--- src/rtl/uart_pkg.sv ---
// Shared types and constants for the configurable UART receiver.
// Holds the receive FSM state encoding, parity-type codes, legal ranges and the vote helper.
package uart_pkg;

    typedef enum logic [2:0] {
        IDLE,
        START,
        DATA,
        PARITY,
        STOP
    } rx_state_t;

    localparam logic PAR_EVEN = 1'b0;
    localparam logic PAR_ODD  = 1'b1;

    localparam int DATA_WIDTH_MIN = 5;
    localparam int DATA_WIDTH_MAX = 9;
    localparam int PRESCALE_MIN   = 8;

    function automatic logic majority3(input logic a, input logic b, input logic c);
        return (a & b) | (a & c) | (b & c);
    endfunction

endpackage

--- src/rtl/uart_rx_sampler.sv ---
// Per-bit edge counter and 3-sample majority vote around the bit centre.
// bit_done/bit_val strobe the voted value; bit_end marks the last clock of a bit period.
module uart_rx_sampler
    import uart_pkg::*;
#(
    parameter int PRESCALE_W = 6
) (
    input  logic                  clk,
    input  logic                  rst,
    input  logic                  active,
    input  logic [PRESCALE_W-1:0] prescale,
    input  logic                  rx_s,
    output logic                  bit_done,
    output logic                  bit_val,
    output logic                  bit_end
);

    logic [PRESCALE_W-1:0] edge_cnt;
    logic [PRESCALE_W-1:0] half;
    logic                  s0;
    logic                  s1;

    assign half = prescale >> 1;

    // Held at 1 while idle: the cycle that detects the start edge is edge 0.
    always_ff @(posedge clk or negedge rst) begin
        if (!rst) begin
            edge_cnt <= PRESCALE_W'(1);
            s0       <= 1'b1;
            s1       <= 1'b1;
        end else begin
            if (!active)
                edge_cnt <= PRESCALE_W'(1);
            else if (bit_end)
                edge_cnt <= '0;
            else
                edge_cnt <= edge_cnt + 1'b1;
            if (active && edge_cnt == half - 1'b1)
                s0 <= rx_s;
            if (active && edge_cnt == half)
                s1 <= rx_s;
        end
    end

    assign bit_end  = active && (edge_cnt == prescale - 1'b1);
    assign bit_done = active && (edge_cnt == half + 1'b1);
    assign bit_val  = majority3(s0, s1, rx_s);

endmodule

--- src/rtl/uart_rx_cfg.sv ---
// Oversampled UART receiver with runtime parity / stop-bit selection and error pulses.
// Frame control, shift register, parity check and result pulses live here; timing in the sampler.
module uart_rx_cfg
    import uart_pkg::*;
#(
    parameter int DATA_WIDTH  = 8,
    parameter int PRESCALE_W  = 6,
    parameter int SYNC_STAGES = 2
) (
    input  logic                  clk,
    input  logic                  rst,
    input  logic                  rx_in,
    input  logic [PRESCALE_W-1:0] prescale,
    input  logic                  par_en,
    input  logic                  par_type,
    input  logic                  stop2_en,
    output logic                  data_valid,
    output logic [DATA_WIDTH-1:0] p_data,
    output logic                  par_err,
    output logic                  stp_err,
    output logic                  busy
);

    localparam int CNT_W = $clog2(DATA_WIDTH + 1);

    rx_state_t             state;
    rx_state_t             next_state;
    logic [SYNC_STAGES-1:0] sync_q;
    logic                  rx_s;
    logic [PRESCALE_W-1:0] presc_q;
    logic                  par_en_q;
    logic                  par_type_q;
    logic                  stop2_q;
    logic [DATA_WIDTH-1:0] shift_q;
    logic [CNT_W-1:0]      bit_cnt;
    logic                  stop_err_q;
    logic                  par_mis_q;
    logic                  second_stop_q;
    logic                  rearm_q;
    logic                  start_det;
    logic                  par_expect;
    logic                  bit_done;
    logic                  bit_val;
    logic                  bit_end;
    logic                  final_vote;
    logic                  fire_stp;
    logic                  fire_par;
    logic                  fire_valid;

    always_ff @(posedge clk or negedge rst) begin
        if (!rst)
            sync_q <= '1;
        else
            sync_q <= {sync_q[SYNC_STAGES-2:0], rx_in};
    end

    assign rx_s       = sync_q[SYNC_STAGES-1];
    assign start_det  = (state == IDLE) && !rx_s && !rearm_q;
    assign par_expect = (par_type_q == PAR_ODD) ? ~^shift_q : ^shift_q;

    uart_rx_sampler #(
        .PRESCALE_W(PRESCALE_W)
    ) u_sampler (
        .clk      (clk),
        .rst      (rst),
        .active   (state != IDLE),
        .prescale (presc_q),
        .rx_s     (rx_s),
        .bit_done (bit_done),
        .bit_val  (bit_val),
        .bit_end  (bit_end)
    );

    always_ff @(posedge clk or negedge rst) begin
        if (!rst)
            state <= IDLE;
        else
            state <= next_state;
    end

    always_comb begin
        next_state = state;
        case (state)
            IDLE:   if (start_det) next_state = START;
            START: begin
                if (bit_done && bit_val)
                    next_state = IDLE;
                else if (bit_end)
                    next_state = DATA;
            end
            DATA:   if (bit_end && bit_cnt == CNT_W'(DATA_WIDTH))
                        next_state = par_en_q ? PARITY : STOP;
            PARITY: if (bit_end) next_state = STOP;
            STOP:   if (bit_done && (!stop2_q || second_stop_q)) next_state = IDLE;
            default: next_state = IDLE;
        endcase
    end

    // Stop errors take priority over parity; only one result pulse per frame.
    always_comb begin
        final_vote = (state == STOP) && bit_done && (!stop2_q || second_stop_q);
        fire_stp   = final_vote && (stop_err_q || !bit_val);
        fire_par   = final_vote && !fire_stp && par_mis_q;
        fire_valid = final_vote && !fire_stp && !par_mis_q;
        busy       = (state != IDLE);
    end

    always_ff @(posedge clk or negedge rst) begin
        if (!rst) begin
            presc_q       <= PRESCALE_W'(PRESCALE_MIN);
            par_en_q      <= 1'b0;
            par_type_q    <= PAR_EVEN;
            stop2_q       <= 1'b0;
            shift_q       <= '0;
            bit_cnt       <= '0;
            stop_err_q    <= 1'b0;
            par_mis_q     <= 1'b0;
            second_stop_q <= 1'b0;
        end else begin
            case (state)
                IDLE: if (start_det) begin
                    presc_q    <= prescale;
                    par_en_q   <= par_en;
                    par_type_q <= par_type;
                    stop2_q    <= stop2_en;
                end
                START: begin
                    bit_cnt       <= '0;
                    stop_err_q    <= 1'b0;
                    par_mis_q     <= 1'b0;
                    second_stop_q <= 1'b0;
                end
                DATA: if (bit_done) begin
                    shift_q <= {bit_val, shift_q[DATA_WIDTH-1:1]};
                    bit_cnt <= bit_cnt + 1'b1;
                end
                PARITY: if (bit_done) par_mis_q <= (bit_val != par_expect);
                STOP: if (bit_done) begin
                    if (!bit_val) stop_err_q <= 1'b1;
                    if (stop2_q) second_stop_q <= 1'b1;
                end
                default: ;
            endcase
        end
    end

    // After a stop error the line must return high before another start is accepted (break handling).
    always_ff @(posedge clk or negedge rst) begin
        if (!rst) begin
            data_valid <= 1'b0;
            par_err    <= 1'b0;
            stp_err    <= 1'b0;
            p_data     <= '0;
            rearm_q    <= 1'b0;
        end else begin
            data_valid <= fire_valid;
            par_err    <= fire_par;
            stp_err    <= fire_stp;
            if (fire_valid)
                p_data <= shift_q;
            if (fire_stp)
                rearm_q <= 1'b1;
            else if (rx_s)
                rearm_q <= 1'b0;
        end
    end

endmodule

--- config.mk ---
export PLATFORM = sky130hd
export DESIGN_NAME = uart_rx_cfg
export DESIGN_NICKNAME = d
export VERILOG_FILES = /design/src/rtl/uart_pkg.sv /design/src/rtl/uart_rx_sampler.sv /design/src/rtl/uart_rx_cfg.sv
export SDC_FILE = /design/constraint.sdc
export NUM_CORES = 1
export LEC_CHECK = 0
export ABC_AREA = 1
export CORE_UTILIZATION = 50
export DETAILED_ROUTE_END_ITERATION = 8
export PLACE_DENSITY = 0.7
export SLEW_MARGIN = 0
export SYNTH_ARGS = -nofsm -noshare
export SYNTH_HDL_FRONTEND = slang
export SYNTH_SLANG_ARGS = --single-unit
--- constraint.sdc ---
create_clock -name clk -period 3.31 [get_ports clk]
set_clock_uncertainty 0.05 [all_clocks]
set_input_delay 0.662 -clock clk [delete_from_list [all_inputs] [get_ports clk]]
set_output_delay 0.662 -clock clk [all_outputs]
set_load 0.02 [all_outputs]
==> results of run 1 <==
-- how the worst max path moves through the flow --
stage / from / cells past startpoint / end / slack (ps)
final: state[1] / 3 / busy / 690
after CTS: state[1] / 3 / busy / 700
after floorplan: presc_q[2] / 12 / p_data[5] / 1280
after detailed placement: presc_q[2] / 11 / p_data[0] / 980
after global routing: state[1] / 3 / busy / 620
after global placement: state[1] / 3 / busy / 1090
-- flip-flops by register name, summed over array words and instances, names as in the netlist, 2 cells and up --
register	flops
bit_cnt	4
shift_q	8
p_data	8
u_sampler.edge_cnt	6
sync_q	2
state	3
presc_q	6
-- cells by family after synthesis --
kind of cell / count (synthesis) / share of synthesized area, %
fa+ha+maj: 7 / 3.028
compound gates: 43 / 8.780
simple gates: 188 / 29.41
xor+xnor: 16 / 4.844
buf+inv: 69 / 10.51
flops: 49 / 42.65
mux: 2 / 0.7785
-- power groups by stage --
stage	Clock, mW	Combinational (mW)	Sequential (mW)
after CTS	0.385	1.28	0.908
after global placement	0	1.26	0.918
after detailed placement	0	1.27	0.919
final	0.370	1.28	0.912
after floorplan	0	1.10	0.836
after global routing	0.405	1.46	0.933
-- worst max-delay path: cells and delay by family, from the launching register on --
kind | cells | cell delay, ps
simple gates | 2 | 470
flops | 1 | 430
buf+inv | 1 | 700
-- layout make-up --
class,count,area share (%)
sequential,49,38.00
inverter,61,7.168
tap,72,2.775
clock buffer,5,2.119
clock inverter,3,0.8092
multi-input combinational,256,41.73
timing repair buffer,25,7.399
-- synth_stat cells, drive strengths merged (2+ instances only) --
cell,number,area share [%]
o21ai,31,6.1
dfrtp,43,37
inv,60,7.9
dfstp,6,5.4
a21oi,5,0.86
nand3,27,4.8
nor2,35,5.5
a31oi,2,0.43
nand2,114,15
xnor2,8,2.4
ha,7,3.0
buf,8,2.5
mux2,2,0.78
nand4,7,2.2
nor3,3,1.1
xor2,8,2.4
-- metrics by stage --
stage | instances | setup WS [ps] | utilization [%] | total power, mW | instance area, um2
2_1_floorplan | 374 | 1283 | - | 1.937 | 2893
3_3_place_gp | 463 | 1095 | 56.89 | 2.178 | 3152
3_5_place_dp | 463 | 977.4 | 56.89 | 2.188 | 3152
4_1_cts | 471 | 702.4 | 58.60 | 2.571 | 3247
5_1_grt | 471 | 622.7 | 58.60 | 2.798 | 3247
6_report | 471 | 688.8 | 58.60 | 2.557 | 3247
-- layer usage --
metal	vias to the layer above	track usage, %	wire (um)
met2	46	36.40	2775
met1	1134	28.27	2750
met3	12	4.186	232
li1	1209	-	-
met4	0	7.037	103
met5	-	0	0
==> impl_metrics.toml, run 1 <==
[sta]
final.min_clock_period_ps = 2621
rsz0062_at_grt = "false"
fin_crit_sh_pct = 79.19
setup_tns_ps = 0
finalHoldViolations = 0
whs_ps = 256.9
max_clock_freq_mhz = 381.5
drv_slew = 0
worst_slew_margin_rel_pct = 53.18
setup_viol = 0
tightestPinTransition_ps = 700.0

[cells_and_area]
nNetsFinal = 417
multi_input_area_um2 = 1355
final-seq-area_um2 = 1234
drive_above_1_share_pct = 11.53
mostFrequentLayoutCell = "nand2_1"
areaGrowthSynthToFinish_pct = 12.24
fill_cells = 511
layout_common_cells = "109 x nand2_1, 55 x inv_1, 43 x dfrtp_1"
antennaDiodeCount = 0

[job]
max-cap-violations = 0

[clock_tree]
clk_pin_slew_ps = 100
cts-hold-fix-buffers = 0
cts_buffer_depth = 2
cts_root_buf = "clkbuf_8"
cts-htree-levels = 2
cts.sinks = 49
cts_made_buffers = 5
insertion_delay_ps = 310
cts_tree = "done"
cts_resized = 0
postCtsSetupRepairBufs = 0

[floorplanning]
start_util_pct = 52.21
die_y_um = 78.06
core_um2 = 5540
io_pins = 24
die-area_um2 = 6093
die_w_um = 78.06
core.rowCount = 27

[worst_setup_path]
endpoint_kind = "primary output"
crit_arrival_ps = 1910
crit_fanout = 13
cp_cell_sequence = "nor2_1 -> nand2_1 -> clkdlybuf4s50_1"
worst_ep_required_time_ps = 2600
cp-start-kind = "flip-flop"
slowest_delay_ps = 700
r2r.worst_path.cells = 11
r2r_start = "presc_q[2]"
critPathSlowestCell = "clkdlybuf4s50_1"
worstSetupPathType = "flip-flop to primary output"
regToRegEndpoint = "p_data[0]"
r2r_slack_ps = 950

[global_routing]
grt_pass1_wl_um = 10380
grt_usage_pct = 21.71
grt_max_degree = 23
grt.overflow.total = 0
antenna_found_initial = 0
grt_pass1_vias = 2317

[synth]
synth_edf_count = 0
synth-async-reset-ratio_pct = 100.0
synth_ff_type = "dfrtp_1"
synthCells = 374
synth_nets = 393
ys_types = 38
yosys_warnings = 0
synth_seq_cells = 49
ys_seq_area_share_pct = 42.65
synth.avg_cell_area_um2 = 7.735
syn_area_um2 = 2893

[drt]
finalWirelength_um = 5861
ant_nets = 0
drcViolationCount = 0
routedWlPerCell_um = 12.44
firstDrtPassIters = 4
dr_total_vias = 2401
routed_via_density = 5.098
drt_iter0_markers = 98

[power_and_ir_drop]
switching_share_pct = 47.24
pwr_density_cell_nw_per_um2 = 787.5
power_frac_clock_pct = 14.5
combinationalPowerShare_pct = 49.9
seq_power_share_pct = 35.7
p_leak_nw = 1.658
p_switching_mw = 1.208
power.internal_mw = 1.349
peakVddDrop_mv = 0.3408

[hold_path]
hp-class = "input port to asynchronous set/reset pin"

[run_status]
status = "complete, no violations"

[placed_design]
place_congestion = 0.9122
hpwlAfterDp_um = 4492
portBuffers = 23
No activity file was read; power rests on OpenSTA's default activity.
==> inputs of run 2 (changes only) <==
clock period = 2.6 ns   (was 3.31 ns; I/O delays follow)
==> run 2 against run 1 <==
Sequential share of layout area decreased by 0.088 points. Non-clock buffer count increased by 2. Total power increased by 28%. Setup slack got worse by 480 ps. Clock power increased by 21%. Highest routed layer unchanged. Via count decreased by 2.2%. Sequential power increased by 27%. Design area increased by 0.23%.
==> impl_metrics.toml, run 2 (synthesized netlist as in run 1, its figures left out) <==
[drt]
drcViolationCount = 0
dr_wl_met3_um = 172
routed_via_density = 4.964
finalWirelength_um = 5975
wl_met1_um = 2879
top_layer_used = "met4"
routedWlPerCell_um = 12.63
dr_total_vias = 2348
wl_met2_um = 2862
ant_nets = 0
drt_iter0_markers = 149
firstDrtPassIters = 4

[global_routing]
grt.overflow.total = 0
grt_max_degree = 20
grt_pass1_wl_um = 10470
grt_usage_pct = 21.93
antenna_found_initial = 0
grt_pass1_vias = 2292

[worst_setup_path]
worstSetupPathType = "flip-flop to primary output"
crit_fanout = 9
cp-start-kind = "flip-flop"
crit_arrival_ps = 1820
worst_ep_required_time_ps = 2030
endpoint_kind = "primary output"

[clock_tree]
cts_made_buffers = 5
postCtsSetupRepairBufs = 0
clk_pin_slew_ps = 90
cts.sinks = 49
cts_buffer_depth = 2
insertion_delay_ps = 300
cts_resized = 0
cts_root_buf = "clkbuf_8"
cts_tree = "done"
cts-htree-levels = 2
cts-hold-fix-buffers = 0

[floorplanning]
core.rowCount = 27
die-area_um2 = 6093
io_pins = 24
core_um2 = 5540
die_w_um = 78.06
die_y_um = 78.06
start_util_pct = 52.21

[cells_and_area]
top_regs = "p_data x8, shift_q x8"
layout_common_cells = "109 x nand2_1, 55 x inv_1, 43 x dfrtp_1"
antennaDiodeCount = 0
mostFrequentLayoutCell = "nand2_1"
areaGrowthSynthToFinish_pct = 12.50
drive_above_1_share_pct = 11.72
nNetsFinal = 419

[sta]
rsz0062_at_grt = "false"
finalHoldViolations = 0
whs_ps = 43.26
max_clock_freq_mhz = 418.7
setup_viol = 0
final.min_clock_period_ps = 2388
fin_crit_sh_pct = 91.86
worst_slew_margin_rel_pct = 66.43
tightestPinTransition_ps = 501.7
setup_tns_ps = 0
drv_slew = 0

[power_and_ir_drop]
peakVddDrop_mv = 0.4500
p_leak_nw = 1.663
p_total_mw = 3.264
pwr_density_cell_nw_per_um2 = 1003

[placed_design]
portBuffers = 23
place_congestion = 0.9109
hpwlAfterDp_um = 4626

[hold_path]
hp-class = "input port to asynchronous set/reset pin"

[job]
max-cap-violations = 0

[run_status]
status = "complete, no violations"
-- run 2: final timing paths --
| path | end | startpoint | cells past startpoint | slack (ps) |
|---|---|---|---|---|
| hold / removal | presc_q[5] | rst | 1 | 40 |
| setup / recovery | busy | state[1] | 3 | 210 |
| max in group asynchronous | u_sampler.edge_cnt[0] | rst | 2 | 1840 |
| min in group clk | sync_q[1] | sync_q[0] | 0 | 310 |
| setup reg to reg | p_data[6] | presc_q[1] | 11 | 250 |
| hold reg to reg | sync_q[1] | sync_q[0] | 0 | 310 |
-- run 2: worst max-delay path, cell delays in order (launching register included) --
cell	delay, ps
dfrtp_1	430
nor2_1	80
nand2_1	320
clkdlybuf4s50_1	690
-- run 2: area by class of cell --
type / count / area (um2)
Fill cell: 531 / 2286
Multi-Input combinational cell: 256 / 1355
Timing Repair Buffer: 27 / 255.2
Clock buffer: 6 / 72.57
Tap cell: 72 / 90.09
Inverter: 61 / 232.7
Clock inverter: 2 / 15.01
Sequential cell: 49 / 1234
-- run 2: stage by stage --
step / setup slack [ps] / cells / area [um2] / utilization [%]
2_1_floorplan: 573.3 / 374 / 2893 / -
6_report: 211.6 / 473 / 3254 / 58.74
3_3_place_gp: 385.8 / 465 / 3167 / 57.16
5_1_grt: 43.28 / 473 / 3254 / 58.74
3_5_place_dp: 270.1 / 465 / 3167 / 57.16
4_1_cts: 189.9 / 473 / 3254 / 58.74
-- run 2: routing by layer --
metal,up-vias,track usage [%]
met3,6,3.605
li1,1214,-
met2,33,36.32
met5,-,0
met4,0,7.037
met1,1095,29.37
-- run 2: power breakdown --
group	total, mW	internal (mW)	switching [mW]
Clock	0.447	0.190	0.257
Sequential	1.16	0.942	0.219
Combinational	1.66	0.594	1.06
